--- src/rtl/alt_trigout_pkg.sv ---
// Shared types and constants for the alt_trigout capture path.
// Holds the WR timestamp field widths, the trigger source bit
// positions and the FIFO entry layout used by the capture FIFO.
package alt_trigout_pkg;

    localparam int SEC_W   = 40;   // WR seconds width
    localparam int CYC_W   = 28;   // WR 8 ns cycle counter width
    localparam int NSRC    = 5;    // number of trigger sources
    localparam int LEVEL_W = 7;    // fill level width, holds 0..64

    // Bit positions of each source inside trig_i and the entry mask
    localparam int SRC_CH1 = 0;
    localparam int SRC_CH2 = 1;
    localparam int SRC_CH3 = 2;
    localparam int SRC_CH4 = 3;
    localparam int SRC_EXT = 4;

    // One timestamped trigger event
    typedef struct packed {
        logic [SEC_W-1:0] sec;
        logic [CYC_W-1:0] cycles;
        logic [NSRC-1:0]  mask;
    } ts_entry_t;

endpackage

--- src/rtl/alt_trigout_if.sv ---
// Register-block side of the trigger timestamp capture.
// master : CSR block - issues the pop strobe and overflow clear,
//          reads head entry, fill level and sticky overflow.
// slave  : alt_trigout_capture - serves the head entry and status.
interface alt_trigout_if;
    import alt_trigout_pkg::*;

    logic                ts_rd_i;       // 1-cycle pop strobe
    logic                ts_present_o;  // FIFO not empty
    logic [SEC_W-1:0]    ts_sec_o;      // head seconds
    logic [CYC_W-1:0]    ts_cycles_o;   // head cycles
    logic [NSRC-1:0]     ts_mask_o;     // head source mask
    logic [LEVEL_W-1:0]  level_o;       // fill level
    logic                ovf_o;         // sticky drop flag
    logic                ovf_clr_i;     // clears ovf_o

    modport master (
        output ts_rd_i, ovf_clr_i,
        input  ts_present_o, ts_sec_o, ts_cycles_o, ts_mask_o, level_o, ovf_o
    );

    modport slave (
        input  ts_rd_i, ovf_clr_i,
        output ts_present_o, ts_sec_o, ts_cycles_o, ts_mask_o, level_o, ovf_o
    );

endinterface

--- src/rtl/alt_trigout_fifo.sv ---
// Show-ahead register FIFO of ts_entry_t.
// Ports: clk_i, rst_n_i (async, active-low, pointers only),
//        push_i/din_i write side, pop_i read side, dout_o head entry
//        (zero while empty), full_o, empty_o, level_o (0..DEPTH).
// A pop on an empty FIFO is ignored; a push on a full FIFO is only
// accepted when a pop frees the slot in the same cycle.
module alt_trigout_fifo
    import alt_trigout_pkg::*;
#(
    parameter int DEPTH = 8
) (
    input  logic               clk_i,
    input  logic               rst_n_i,
    input  logic               push_i,
    input  ts_entry_t          din_i,
    input  logic               pop_i,
    output ts_entry_t          dout_o,
    output logic               full_o,
    output logic               empty_o,
    output logic [LEVEL_W-1:0] level_o
);

    localparam int AW = $clog2(DEPTH);
    localparam int PW = AW + 1;
    localparam logic [PW-1:0] PTR_ONE = {{(PW-1){1'b0}}, 1'b1};

    logic [PW-1:0] wr_ptr_r;
    logic [PW-1:0] rd_ptr_r;
    logic [PW-1:0] diff_s;
    logic          empty_s;
    logic          full_s;
    logic          pop_eff_s;
    logic          push_eff_s;
    ts_entry_t     mem_r [DEPTH];

    // Pointers wrap modulo 2*DEPTH: equal means empty, MSB-only difference means full
    assign empty_s    = (wr_ptr_r == rd_ptr_r);
    assign full_s     = (wr_ptr_r[AW] != rd_ptr_r[AW]) &&
                        (wr_ptr_r[AW-1:0] == rd_ptr_r[AW-1:0]);
    assign pop_eff_s  = pop_i & ~empty_s;
    assign push_eff_s = push_i & (~full_s | pop_eff_s);
    assign diff_s     = wr_ptr_r - rd_ptr_r;

    assign full_o  = full_s;
    assign empty_o = empty_s;
    assign level_o = LEVEL_W'(diff_s);

    // Read/write pointer registers
    always_ff @(posedge clk_i or negedge rst_n_i) begin
        if (!rst_n_i) begin
            wr_ptr_r <= {PW{1'b0}};
            rd_ptr_r <= {PW{1'b0}};
        end else begin
            if (push_eff_s) begin
                wr_ptr_r <= wr_ptr_r + PTR_ONE;
            end
            if (pop_eff_s) begin
                rd_ptr_r <= rd_ptr_r + PTR_ONE;
            end
        end
    end

    // Entry storage, intentionally not reset
    always_ff @(posedge clk_i) begin
        if (push_eff_s) begin
            mem_r[wr_ptr_r[AW-1:0]] <= din_i;
        end
    end

    // Show-ahead head entry, forced to zero while empty
    always_comb begin
        dout_o = '0;
        if (empty_s) begin
            dout_o = '0;
        end else begin
            dout_o = mem_r[rd_ptr_r[AW-1:0]];
        end
    end

endmodule

--- src/rtl/alt_trigout_capture.sv ---
// Trigger timestamp capture for ADC channels 1-4 and the external
// trigger. Rising edges of enabled sources are stamped with WR time
// and queued as {sec, cycles, mask}; the head entry is presented to
// the register block, and each ts_rd_i strobe pops one entry.
// Ports: clk_i, rst_n_i (async, active-low), trig_i[4:0] (ch4..ch1,
//        ext at bit 4), ch_enable_i, ext_enable_i, tm_valid_i,
//        tm_sec_i, tm_cycles_i, csr (alt_trigout_if.slave).
// Build option: define TRIGOUT_HOLDOFF_EN to mask new captures for
// HOLDOFF_CYC cycles after each accepted capture.
module alt_trigout_capture
    import alt_trigout_pkg::*;
#(
    parameter int DEPTH       = 8,
    parameter int HOLDOFF_CYC = 16
) (
    input  logic             clk_i,
    input  logic             rst_n_i,
    input  logic [NSRC-1:0]  trig_i,
    input  logic [3:0]       ch_enable_i,
    input  logic             ext_enable_i,
    input  logic             tm_valid_i,
    input  logic [SEC_W-1:0] tm_sec_i,
    input  logic [CYC_W-1:0] tm_cycles_i,
    alt_trigout_if.slave     csr
);

    if ((DEPTH < 2) || (DEPTH > 64) || ((DEPTH & (DEPTH - 1)) != 0)) begin : g_depth_bad
        $error("alt_trigout_capture: DEPTH must be a power of 2 in 2..64");
    end
    if (HOLDOFF_CYC < 1) begin : g_holdoff_bad
        $error("alt_trigout_capture: HOLDOFF_CYC must be at least 1");
    end

    logic [NSRC-1:0] trig_d_r;
    logic [NSRC-1:0] enable_s;
    logic [NSRC-1:0] rise_raw_s;
    logic [NSRC-1:0] rise_s;
    logic            capture_s;
    logic            drop_s;
    logic            push_s;
    logic            full_s;
    logic            empty_s;
    logic            ovf_r;
    ts_entry_t       new_entry_s;
    ts_entry_t       head_s;

    assign enable_s[SRC_CH4:SRC_CH1] = ch_enable_i;
    assign enable_s[SRC_EXT]         = ext_enable_i;
    assign rise_raw_s                = trig_i & ~trig_d_r & enable_s;

    // Trigger history for edge detection; keeps tracking during holdoff
    always_ff @(posedge clk_i or negedge rst_n_i) begin
        if (!rst_n_i) begin
            trig_d_r <= {NSRC{1'b0}};
        end else begin
            trig_d_r <= trig_i;
        end
    end

`ifdef TRIGOUT_HOLDOFF_EN
    localparam int HW = $clog2(HOLDOFF_CYC) + 1;
    logic [HW-1:0] holdoff_r;

    // Masked edges are discarded outright, so they never count as drops
    assign rise_s = (holdoff_r != {HW{1'b0}}) ? {NSRC{1'b0}} : rise_raw_s;

    // Holdoff counter: reloads on every accepted capture, then counts down to zero
    always_ff @(posedge clk_i or negedge rst_n_i) begin
        if (!rst_n_i) begin
            holdoff_r <= {HW{1'b0}};
        end else if (push_s) begin
            holdoff_r <= HW'(HOLDOFF_CYC - 1);
        end else if (holdoff_r != {HW{1'b0}}) begin
            holdoff_r <= holdoff_r - {{(HW-1){1'b0}}, 1'b1};
        end
    end
`else
    assign rise_s = rise_raw_s;
`endif

    // A full FIFO still accepts an event when the CSR pops in the same cycle
    assign capture_s = |rise_s;
    assign drop_s    = capture_s & (~tm_valid_i | (full_s & ~(csr.ts_rd_i & ~empty_s)));
    assign push_s    = capture_s & ~drop_s;

    assign new_entry_s.sec    = tm_sec_i;
    assign new_entry_s.cycles = tm_cycles_i;
    assign new_entry_s.mask   = rise_s;

    alt_trigout_fifo #(
        .DEPTH (DEPTH)
    ) u_fifo (
        .clk_i   (clk_i),
        .rst_n_i (rst_n_i),
        .push_i  (push_s),
        .din_i   (new_entry_s),
        .pop_i   (csr.ts_rd_i),
        .dout_o  (head_s),
        .full_o  (full_s),
        .empty_o (empty_s),
        .level_o (csr.level_o)
    );

    // Sticky overflow flag; a drop in the same cycle as a clear wins
    always_ff @(posedge clk_i or negedge rst_n_i) begin
        if (!rst_n_i) begin
            ovf_r <= 1'b0;
        end else if (drop_s) begin
            ovf_r <= 1'b1;
        end else if (csr.ovf_clr_i) begin
            ovf_r <= 1'b0;
        end
    end

    assign csr.ovf_o        = ovf_r;
    assign csr.ts_present_o = ~empty_s;
    assign csr.ts_sec_o     = head_s.sec;
    assign csr.ts_cycles_o  = head_s.cycles;
    assign csr.ts_mask_o    = head_s.mask;

endmodule

--- src/flat_wrapper.sv ---
// flat-port wrapper written by rule: the top's interface ports become plain ports
module alt_trigout_capture_flat import alt_trigout_pkg::*;
#(
    parameter int DEPTH       = 8,
    parameter int HOLDOFF_CYC = 16
)
  (clk_i, rst_n_i, trig_i, ch_enable_i, ext_enable_i, tm_valid_i, tm_sec_i, tm_cycles_i, csr_ts_rd_i, csr_ovf_clr_i, csr_ts_present_o, csr_ts_sec_o, csr_ts_cycles_o, csr_ts_mask_o, csr_level_o, csr_ovf_o);
  alt_trigout_if csr_i ();
  input  logic clk_i;
  input  logic rst_n_i;
  input  logic [NSRC-1:0] trig_i;
  input  logic [3:0] ch_enable_i;
  input  logic ext_enable_i;
  input  logic tm_valid_i;
  input  logic [SEC_W-1:0] tm_sec_i;
  input  logic [CYC_W-1:0] tm_cycles_i;
  input wire logic [$bits(csr_i.ts_rd_i)-1:0] csr_ts_rd_i;
  input wire logic [$bits(csr_i.ovf_clr_i)-1:0] csr_ovf_clr_i;
  output wire logic [$bits(csr_i.ts_present_o)-1:0] csr_ts_present_o;
  output wire logic [$bits(csr_i.ts_sec_o)-1:0] csr_ts_sec_o;
  output wire logic [$bits(csr_i.ts_cycles_o)-1:0] csr_ts_cycles_o;
  output wire logic [$bits(csr_i.ts_mask_o)-1:0] csr_ts_mask_o;
  output wire logic [$bits(csr_i.level_o)-1:0] csr_level_o;
  output wire logic [$bits(csr_i.ovf_o)-1:0] csr_ovf_o;
  assign csr_i.ts_rd_i = csr_ts_rd_i;
  assign csr_i.ovf_clr_i = csr_ovf_clr_i;
  assign csr_ts_present_o = csr_i.ts_present_o;
  assign csr_ts_sec_o = csr_i.ts_sec_o;
  assign csr_ts_cycles_o = csr_i.ts_cycles_o;
  assign csr_ts_mask_o = csr_i.ts_mask_o;
  assign csr_level_o = csr_i.level_o;
  assign csr_ovf_o = csr_i.ovf_o;
  alt_trigout_capture #(.DEPTH(DEPTH), .HOLDOFF_CYC(HOLDOFF_CYC)) u_core (.clk_i(clk_i), .rst_n_i(rst_n_i), .trig_i(trig_i), .ch_enable_i(ch_enable_i), .ext_enable_i(ext_enable_i), .tm_valid_i(tm_valid_i), .tm_sec_i(tm_sec_i), .tm_cycles_i(tm_cycles_i), .csr(csr_i));
endmodule
--- config.mk ---
export PLATFORM = sky130hd
export DESIGN_NAME = alt_trigout_capture_flat
export DESIGN_NICKNAME = d
export VERILOG_FILES = /design/src/rtl/alt_trigout_pkg.sv /design/src/rtl/alt_trigout_if.sv /design/src/rtl/alt_trigout_fifo.sv /design/src/rtl/alt_trigout_capture.sv /design/src/flat_wrapper.sv
export SDC_FILE = /design/constraint.sdc
export NUM_CORES = 1
export LEC_CHECK = 0
export ABC_CLOCK_PERIOD_IN_PS = 11300
export BUFFER_PORTS_ARGS = -buffer_cell sky130_fd_sc_hd__buf_2
export CAP_MARGIN = 0
export CORE_ASPECT_RATIO = 1.2
export CORE_MARGIN = 3
export CORE_UTILIZATION = 60
export DETAILED_ROUTE_END_ITERATION = 10
export HOLD_SLACK_MARGIN = 0.03
export PLACE_DENSITY = 0.79
export SETUP_SLACK_MARGIN = 0.4
export SYNTH_ARGS = -nofsm -noshare
export SYNTH_HDL_FRONTEND = slang
export SYNTH_SLANG_ARGS = --single-unit
--- constraint.sdc ---
create_clock -name clk_i -period 11.3 [get_ports clk_i]
set_clock_uncertainty 0.2 [all_clocks]
set_input_delay 0.565 -clock clk_i [delete_from_list [all_inputs] [get_ports clk_i]]
set_output_delay 0.565 -clock clk_i [all_outputs]
set_load 0.02 [all_outputs]
; ---- Word level (Yosys, flattened, before mapping)
; Memory sizes are Yosys's and may differ from the RTL's.
; Index checks and enable logic that the tools add are counted.
[word_totals]
ram_bits = 584
reg_bits = 14
elab_cells = 34
inputBits = 83
n_memories = 1
out_inout_bits = 82
[op_classes]
reduce_logical = 3
bitwise_logic = 15
add_sub_neg = 3
muxes = 5
n_eq_ne = 3
[memory_table]
columns = memory, words, width, read_ports, rd_clocked_by_memory_dff, wr, line
row1 = u_core.u_fifo.mem_r, 8, 73, 1, 0, 1, alt_trigout_fifo.sv:34  ; ts_entry_t mem_r [DEPTH];
[op_table]
columns = operator, count
row1 = $mux 73, 1
row2 = $and 5x5->5, 2
row3 = $add 4x1->4 const B, 2
row4 = $and 1x1->1, 5
row5 = $not 1->1, 5
row6 = $not 5->5, 1
row7 = $reduce_or 5->1, 1
row8 = $eq 4x4->1, 1
row9 = $mux 1, 4
row10 = $sub 4x4->4, 1
row11 = $eq 3x3->1, 1
row12 = $or 1x1->1, 2
row13 = $reduce_bool 2->1, 1
row14 = $logic_and 1x1->1, 1
row15 = $ne 1x1->1, 1

; ---- Logic depth before layout (Yosys ltp)
; Gate-level depths: netlist of the first run.
[depth]
ltp_word = 12
mapped_depth = 9
ltp_nobuf = 6

; ---- By module
; A second synthesis of the first run with hierarchy kept.
[hier_totals]
hier_cells = 1252
hier_area_um2 = 23692.7
[by_module_without_submodules]
columns = module, seq_area_each_um2, cells_per_inst, n_inst, area_each_um2
row1 = alt_trigout_fifo, 17737.0, 1231, 1, 23430.0
row2 = alt_trigout_capture, 150.1, 21, 1, 262.8

; ---- Least setup slack after synthesis of the first run
; No wires, ideal clock.
[synth_timing]
kind = register to register
startpoint = reg u_core.u_fifo.rd_ptr_r[1]
endpoint = mem u_core.u_fifo.mem_r[1][0] in the netlist's numbering (enable)
required_time_ps = 10416
arrival_time_ps = 8760
path_stages_with_launch = 10
n_path_buf = 3
setup_ps = 684
setup_slack_ps = 1656
synth_period_minus_slack_ps = 9644
path_cell_list = dfrtp_1 buf_2 clkbuf_1 buf_2 inv_1 ha_1 nand3_1 o31a_1 o21ai_4 nor4_1
[synth_via]
elab_chain_cells = 12
word_cells_on_any_way = 16
cone_classes = eq/ne: 2 / mux: 2 / bitwise: 11 / reduce/logical: 1
[synth_lines]
columns = item, line
row1 = start: declaration, alt_trigout_fifo.sv:28  ; logic [PW-1:0] rd_ptr_r;
row2 = start signal: assignment, alt_trigout_fifo.sv:52  ; rd_ptr_r <= {PW{1'b0}};
row3 = start signal: assignment, alt_trigout_fifo.sv:58  ; rd_ptr_r <= rd_ptr_r + PTR_ONE;
row4 = $eq 4x4->1, alt_trigout_fifo.sv:37  ; assign empty_s = (wr_ptr_r == rd_ptr_r);
row5 = $not 1->1, "alt_trigout_fifo.sv:40, alt_trigout_capture.sv:83"
row6 = $and 1x1->1, "alt_trigout_fifo.sv:40, alt_trigout_capture.sv:83"
row7 = $not 1->1, alt_trigout_capture.sv:83  ; assign drop_s = capture_s & (~tm_valid_i | (full_s & ~(csr.ts_rd_i & ~empty_s)));
row8 = $and 1x1->1, alt_trigout_capture.sv:83
row9 = $or 1x1->1, alt_trigout_capture.sv:83
row10 = $and 1x1->1, alt_trigout_capture.sv:83
row11 = $not 1->1, alt_trigout_capture.sv:84  ; assign push_s = capture_s & ~drop_s;
row12 = $and 1x1->1, alt_trigout_capture.sv:84
row13 = $and 1x1->1 *, alt_trigout_fifo.sv:41  ; assign push_eff_s = push_i & (~full_s | pop_eff_s);
row14 = $mux 1 *, alt_trigout_fifo.sv:65  ; if (push_eff_s) begin
row15 = $mux 1 (not written as such) *, alt_trigout_fifo.sv:66  ; mem_r[wr_ptr_r[AW-1:0]] <= din_i;
row16 = end: declaration, alt_trigout_fifo.sv:34
; Every way passes the cells marked *; elsewhere a longest branch is shown, timed or not.

; ---- Final worst setup path of the first run
[layout_timing]
startpoint = reg u_core.u_fifo.rd_ptr_r[0]
endpoint = out csr_ts_mask_o[1]
[layout_via]
elab_chain_cells = 2
word_cells_on_any_way = 3
cone_classes = eq/ne: 1 / mux: 1 / memory: 1
[layout_lines]
columns = item, line
row1 = $mem_v2 8x73 / $eq 4x4->1 (equally long branches), --
row2 = $mux 73 *, alt_trigout_fifo.sv:73  ; if (empty_s) begin
row3 = end: declaration, flat_wrapper.sv:22  ; output wire logic [$bits(csr_i.ts_mask_o)-1:0] csr_ts_mask_o;
; Marks and branches as above.

==> summary.txt, run 1 <==
Worst setup path
  • CP dominant cell by count: buf_4
  • Crit path buffers/inverters: 3
  • Critical path's top delay family: buffers and inverters
  • CP Capture Type: output pin
  • CP max-delay cell: buf_4
  • CP Max Fanout: 49
  • Crit path launch type: register
  • CP Cell Sequence: buf_4, buf_4, mux4_2, nand2_1, a21oi_1, buf_2
  • Crit path DAT: between 4 and 5 ns
  • Worst Setup SP: u_core.u_fifo.rd_ptr_r[0]
  • CP Class: reg2out
  • RR Startpoint: u_core.u_fifo.rd_ptr_r[1]
  • Worst path max stage delay: between 0.8 and 0.9 ns
  • Worst Path Required: around 11 ns
  • R2R Setup Slk: 7.66 ns
  • Reg2reg end: u_core.u_fifo.mem_r[2][51]
  • FF-to-FF path depth: 7

STA
  • Fmax: roughly 200 MHz
  • Min Tclk post-route: 4.88 ns
  • Max-Slew Margin vs Limit: 0.220
  • RSZ-0062 raised after global routing: false
  • Max-slew violations: 0
  • Final setup violation count: 0
  • Final TNS setup: 0 ns
  • Hold Fails Final Rpt: 0
  • Worst-margin pin slew: around 1.2 ns
  • Final period utilization: 0.432

Route
  • Post-route DRC: 0
  • DRT Pass-1 Iters: 5
  • Drt total wl: ~47000 µm
  • Detailed-route vias per instance: approximately 6.3
  • DRT antenna net count: 0
  • Iter 0 DRT Violations: ~1100
  • Vias: ~11000
  • DR WL/cell: between 20 and 30 µm

Min path
  • Hold Path Class: in2reg
  • Worst Hold Depth: 1
  • Hold Crit Start: tm_cycles_i[26]
  • Hold EP: u_core.u_fifo.mem_r[1][31]

Clock tree
  • Clock slew at reported path FFs: 0.06 ns
  • CTS Buf Count: between 50 and 60
  • CTS tree: yes
  • CTS H-tree lvls: 2
  • Cts repair resizes: 0
  • Clock buffer depth: 3
  • CTS root buf: clkbuf_16
  • CTS sink cnt: approximately 600
  • Worst skew pair latency: about 0.56 ns

Die
  • IO Pins: 165
  • Initial core utilization: 0.614
  • Floorplan Core Area: ~37000 µm²
  • Die Width: roughly 180 µm
  • Cell row count: between 70 and 80
  • Full die area: between 40000 and 50000 µm²
  • Die H: 220 µm

Logic synthesis
  • Avg Cell Area, Syn: about 21 µm²
  • Mapped cell area: roughly 23000 µm²
  • Sequential-to-total area share from yosys stat: 0.784
  • Cells after synthesis: around 1100
  • Post-synthesis register bit count: roughly 600
  • Ys Warns: 0
  • Distinct cell type count after synthesis: 33

Global routing
  • Overflow after GRT: 0
  • GRT Util Overall: 0.237
  • Initial antenna violation count: 9
  • Largest net degree at the start of global routing: 76
  • First-pass GRT wire length: 70900 µm
  • Vias in the first global route: between 10000 and 15000

Power
  • P per Cell Area: around 260 nW/µm²
  • Pwr Total: 0.00679 W
  • Comb power frac: 0.335
  • Static leakage: 8.64 nW
  • Reg power frac: 0.405
  • NetSw: between 0.002 and 0.0025 W
  • Switching part of the total: 0.332
  • Peak supply drop: around 0.23 mV
  • Clock share of power: 0.260
  • Internal Power: around 0.0045 W

Layout
  • Layout cell share with drive strength beyond 1: 0.321
  • Commonest non-fill, non-tap cell in the layout: edfxtp_1
  • Area grow syn2layout: 13.5%
  • Fin nets: between 1000 and 1500
  • Most frequent cells in the layout: edfxtp_1, buf_2, nand2_1

Placed design
  • Buffers on Ports: roughly 160
  • Detailed-placement wirelength estimate: ~23000 µm
  • Routability cong.: roughly 0.74

Run status
  • Status: complete, no violations

Flow run
  • MaxCap Viol Count: 0
-- registers in the layout (all words and copies together), names as in the netlist --
register,count
u_core.trig_d_r,5
u_core.u_fifo.wr_ptr_r,4
u_core.u_fifo.mem_r,584
u_core.u_fifo.rd_ptr_r,4
u_core.csr.ovf_o,1
-- cells by family after synthesis --
| logic type | synth area share |
|---|---|
| buffers and inverters | 0.0147 |
| AO/OA/AOI/OAI | 0.0187 |
| adder cells (fa/ha/maj) | 0.00362 |
| multiplexers | 0.145 |
| other | 0.000164 |
| flip-flops | 0.784 |
| XOR/XNOR | 0.00345 |
| AND/OR/NAND/NOR | 0.0303 |
-- final cells by class --
class | count | area (µm²)
multi-input combinational | 414 | 4660
sequential | 598 | 17900
inverter | 10 | 38.8
clock buffer | 66 | 1400
timing repair buffer | 186 | 1010
antenna | 7 | 17.5
clock inverter | 30 | 297
fill | 2233 | 11300
tap | 474 | 593
-- synthesized netlist by cell type --
cell,count,area share
fa_1,1,0.00088
nand2_1,148,0.024
mux2_4,1,0.00066
buf_2,7,0.0015
o31a_1,1,0.00038
nor2_1,2,0.00033
o21ai_4,1,0.00071
and3_1,1,0.00027
clkbuf_1,35,0.0058
or4_4,1,0.00049
xor2_1,1,0.00038
and3b_1,3,0.0012
edfxtp_1,584,0.77
inv_1,9,0.0015
a21oi_1,74,0.016
o211a_1,1,0.00044
and4_1,1,0.00038
a21o_1,1,0.00033
buf_1,3,0.00049
o211ai_1,1,0.00033
inv_2,1,0.00016
ha_1,5,0.0027
and3b_4,1,0.00055
nor3_1,1,0.00022
conb_1,1,0.00016
mux4_2,146,0.14
nand3_1,3,0.00066
dfrtp_1,14,0.015
nor4_1,7,0.0019
o22ai_1,1,0.00027
buf_4,16,0.0053
xnor2_1,8,0.0031
mux2_1,1,0.00049
-- worst max path at each step --
stage	to	cells after the start
final	csr_ts_mask_o[1]	6
after global routing	csr_ts_mask_o[1]	6
after CTS	csr_ts_sec_o[1]	6
after detailed placement	csr_ts_mask_o[1]	6
after global placement	csr_ts_sec_o[5]	6
after floorplan	u_core.u_fifo.mem_r[1][0]	9
-- timing repair --
| item | in CTS | in global routing |
|---|---|---|
| endpoints found under the hold margin | 20 | 0 |
| hold buffers | 7 | 0 |
| buffers inserted | 0 | 0 |
-- metrics by stage --
stage,utilization,instance area [µm²],hold WS [ns],setup WS [ns],instances
final,0.697,25900,0.0669,6.42,1785
after global routing,0.697,25900,0.0557,6.03,1782
after CTS,0.696,25900,0.0401,6.28,1778
after detailed placement,0.649,24100,0.277,6.88,1675
after global placement,0.649,24100,0.276,6.87,1675
after floorplan,-,22800,0.0694,1.66,1083
-- power groups by stage --
stage | Combinational [W] | Clock (W) | Sequential [W]
3_5_place_dp | 0.00229 | 0 | 0.00279
2_1_floorplan | 0.00166 | 0 | 0.00274
6_report | 0.00228 | 0.00177 | 0.00275
4_1_cts | 0.00232 | 0.00179 | 0.00275
3_3_place_gp | 0.00228 | 0 | 0.00278
5_1_grt | 0.00245 | 0.00187 | 0.00277
-- per-layer routing --
metal / vias to the layer above / part of all wire / GRT usage
met5: - / 0.00073 / 0
met3: 124 / 0.065 / 0.0421
met4: 6 / 0.038 / 0.101
met1: 5903 / 0.37 / 0.302
met2: 482 / 0.52 / 0.407
li1: 4747 / - / -
No activity file was read; power rests on OpenSTA's default activity.
==> run 2, diff against run 1 <==
Settings changed: ABC_AREA set to 1, ABC_CLOCK_PERIOD_IN_PS 11300 to 5000.
Clock period 11.3 ns to 5 ns, I/O delays scaled along.
==> run 2 against run 1 <==
  * Flip-flop and latch count stayed put
  * Combinational power increased to 2.8 times the previous value
  * Critical path depth grew 1
  * Highest routed layer is now met4
  * Final cell count rose by 55%
  * Wire length up 18%
  * Global-route usage is 2.2 points higher
  * Largest cell class unchanged
  * Utilization up 1.2 points
  * Critical endpoint is now csr_ts_sec_o[4]
  * Synthesized area is 4.9% higher
  * Sequential share of layout area is 4.4 points lower
  * Clock power grew 120%
==> summary.txt, run 2 <==
Logic synthesis
  • Ys async rst share: 0.0234 (unchanged)
  • Post-synthesis register bit count: 598 (unchanged)
  • Count leader, synth: edfxtp_1 (unchanged)
  • Distinct cell type count after synthesis: 23 (was 33)
  • Post-synth top flop: edfxtp_1 (unchanged)
  • Number of enable flip-flop cells after synthesis: 584 (unchanged)
  • Leading area contributor after synthesis: edfxtp_1 (unchanged)
  • Avg Cell Area, Syn: 12.1 µm² (was 21.1 µm²)
  • Sequential-to-total area share from yosys stat: 0.747 (was 0.784)
  • Mapped cell area: 23900 µm² (was 22800 µm²)
  • Cells after synthesis: 1985 (was 1081)
  • Ys Warns: 0 (unchanged)
  • Top cells by area, synth: edfxtp_1, nor2_1, o21ai_0, nand2_1, nand3_1 (was edfxtp_1, mux4_2, nand2_1, a21oi_1, dfrtp_1)
  • Commonest cells in the netlist: edfxtp_1, nor2_1, nand2_1 (was edfxtp_1, nand2_1, mux4_2)
  • Share of the synthesized area in the top cell type: 0.733 (was 0.768)

Clock tree
  • Cts hold-fix bufs: 82 (was 7)
  • Setup Buffers After CTS: 0 (unchanged)
  • Cts repair resizes: 0 (unchanged)
  • CTS H-tree lvls: 2 (unchanged)
  • Clock slew at reported path FFs: 0.06 ns (about the same)
  • Clock buffer depth: 3 (unchanged)
  • Worst skew pair latency: 0.58 ns (was 0.56 ns)
  • CTS Buf Count: 54 (was 53)
  • CTS tree: yes (unchanged)
  • CTS root buf: clkbuf_16 (unchanged)
  • CTS sink cnt: 598 (unchanged)

Placed design
  • Detailed-placement wirelength estimate: 28200 µm (was 23100 µm)
  • DP Worst Slack: 1.24 ns (was 6.88 ns)
  • Buffers on Ports: 161 (unchanged)
  • Routability cong.: 0.774 (was 0.739)

STA
  • Final TNS setup: 0 ns (unchanged)
  • Hold Fails Final Rpt: 0 (unchanged)
  • Final WS setup: 1.04 ns (was 6.42 ns)
  • Max-slew violations: 0 (unchanged)
  • Final setup violation count: 0 (unchanged)
  • Fmax: between 200 and 300 MHz
  • Final period utilization: 0.792
  • Worst-margin pin slew: 1.26 ns (was 1.17 ns)
  • RSZ-0062 raised after global routing: false (unchanged)
  • Max-Slew Margin vs Limit: 0.160 (was 0.220)
  • Final hold slack: 0.112 ns (was 0.0669 ns)
  • Min Tclk post-route: about 4.0 ns

Die
  • Floorplan Core Area: 39000 µm² (was 37200 µm²)
  • Die H: 225 µm (was 220 µm)
  • Initial core utilization: 0.613 (was 0.614)
  • Cell row count: 79 (was 77)
  • IO Pins: 165 (unchanged)
  • Die Width: 188 µm (was 184 µm)
  • Full die area: 42300 µm² (was 40400 µm²)

Route
  • Vias: 15863 (was 11262)
  • Post-route DRC: 0 (unchanged)
  • Detailed-route vias per instance: 5.75 (was 6.31)
  • DR WL/cell: 20.0 µm (was 26.1 µm)
  • Iter 0 DRT Violations: 1683 (was 1106)
  • DRT Pass-1 Iters: 5 (unchanged)
  • DRT antenna net count: 0 (unchanged)
  • Drt total wl: 55100 µm (was 46700 µm)

Worst setup path
  • Crit path launch type: register (unchanged)
  • CP Class: reg2out (unchanged)
  • CP Max Fanout: 177 (was 49)
  • Crit path DAT: 3.51 ns (was 4.11 ns)
  • Worst Path Required: 4.55 ns (was 10.54 ns)
  • CP Capture Type: output pin (unchanged)

Power
  • P per Cell Area: 594 nW/µm² (was 262 nW/µm²)
  • Static leakage: 10.1 nW (was 8.64 nW)
  • Peak supply drop: 0.455 mV (was 0.227 mV)

Layout
  • Layout cell share with drive strength beyond 1: 0.123 (was 0.321)
  • Max reg flops: 584 (unchanged)
  • Commonest non-fill, non-tap cell in the layout: edfxtp_1 (unchanged)
  • Area grow syn2layout: 15.5% (was 13.5%)
  • Most frequent cells in the layout: edfxtp_1, nor2_1, nand2_1 (was edfxtp_1, buf_2, nand2_1)
  • Fin nets: 2278 (was 1352)

Global routing
  • Largest net degree at the start of global routing: 178 (was 76)
  • Initial antenna violation count: 3 (was 9)
  • GRT Util Overall: 0.259 (was 0.237)
  • Vias in the first global route: 16144 (was 11858)
  • Overflow after GRT: 0 (unchanged)
  • First-pass GRT wire length: 86100 µm (was 70900 µm)

Run status
  • Status: complete, no violations (unchanged)

Flow run
  • MaxCap Viol Count: 0 (unchanged)

Min path
  • Hold Path Class: in2reg (unchanged)
==> run 2: worst paths after layout <==
path,startpoint,to,slack (ns),cells after the start
setup / recovery,u_core.u_fifo.rd_ptr_r[0],csr_ts_sec_o[4],1.04,7
hold / removal,ch_enable_i[0],u_core.u_fifo.mem_r[6][0],0.11,3
setup reg to reg,u_core.u_fifo.rd_ptr_r[0],u_core.u_fifo.mem_r[1][4],1.23,9
hold reg to reg,u_core.u_fifo.wr_ptr_r[3],u_core.u_fifo.wr_ptr_r[3],0.30,2
max in group asynchronous,rst_n_i,u_core.u_fifo.rd_ptr_r[0],3.50,3
min in group asynchronous,rst_n_i,u_core.u_fifo.rd_ptr_r[2],0.60,3
==> run 2: metrics by stage <==
stage          cell area (µm²)   util  total power [W]  std cells
6_report                 27700  0.708           0.0164       2759
5_1_grt                  27700  0.708           0.0174       2759
4_1_cts                  27600  0.708           0.0165       2756
3_5_place_dp             25100  0.644           0.0125       2577
3_3_place_gp             25100  0.644           0.0123       2577
2_1_floorplan            23900      -           0.0105       1987
==> run 2: critical path: stages (launching register included) <==
cell     delay [ns]
dfrtp_4        0.75
inv_8          0.80
buf_4          0.52
nor2_1         0.08
o21ai_1        0.15
a21oi_1        0.07
nor2_1         0.25
buf_2          0.20
==> run 2: layout make-up <==
type | instances | area [µm²]
fillers | 2591 | 11400
diodes | 3 | 7.51
inverters | 18 | 77.6
well taps | 526 | 658
repair buffers | 270 | 1920
flip-flops and latches | 598 | 17900
clock buffers | 73 | 1490
multi-input cells | 1247 | 5420
clock inverters | 24 | 191
==> run 2: power by group <==
part           internal, W  switching [W]  leakage, nW  total (W)
Sequential         0.00589       0.000245         5.45    0.00614
Combinational      0.00183        0.00452         3.88    0.00635
Clock              0.00223        0.00171        0.815    0.00394
Total              0.00995        0.00648         10.1     0.0164
==> run 2: layer usage <==
| metal | vias to the layer above | share of wire | global-route usage | wire (µm) |
|---|---|---|---|---|
| met5 | - | 0 | 0 | 0 |
| met4 | 0 | 0.037 | 0.119 | 2050 |
| met3 | 150 | 0.067 | 0.0343 | 3680 |
| met2 | 728 | 0.51 | 0.450 | 28400 |
| met1 | 7637 | 0.38 | 0.328 | 21000 |
| li1 | 7348 | - | - | - |
==> run 2: cell families after synthesis <==
| kind of cell | share of synthesized area |
|---|---|
| and+or+nand+nor | 0.140 |
| xor gates and xnor gates | 0.00256 |
| adders and majority gates | 0.00345 |
| AOI/OAI and AO/OA | 0.0775 |
| buffers and inverters | 0.0294 |
| DFF | 0.747 |
| other | 0.000157 |
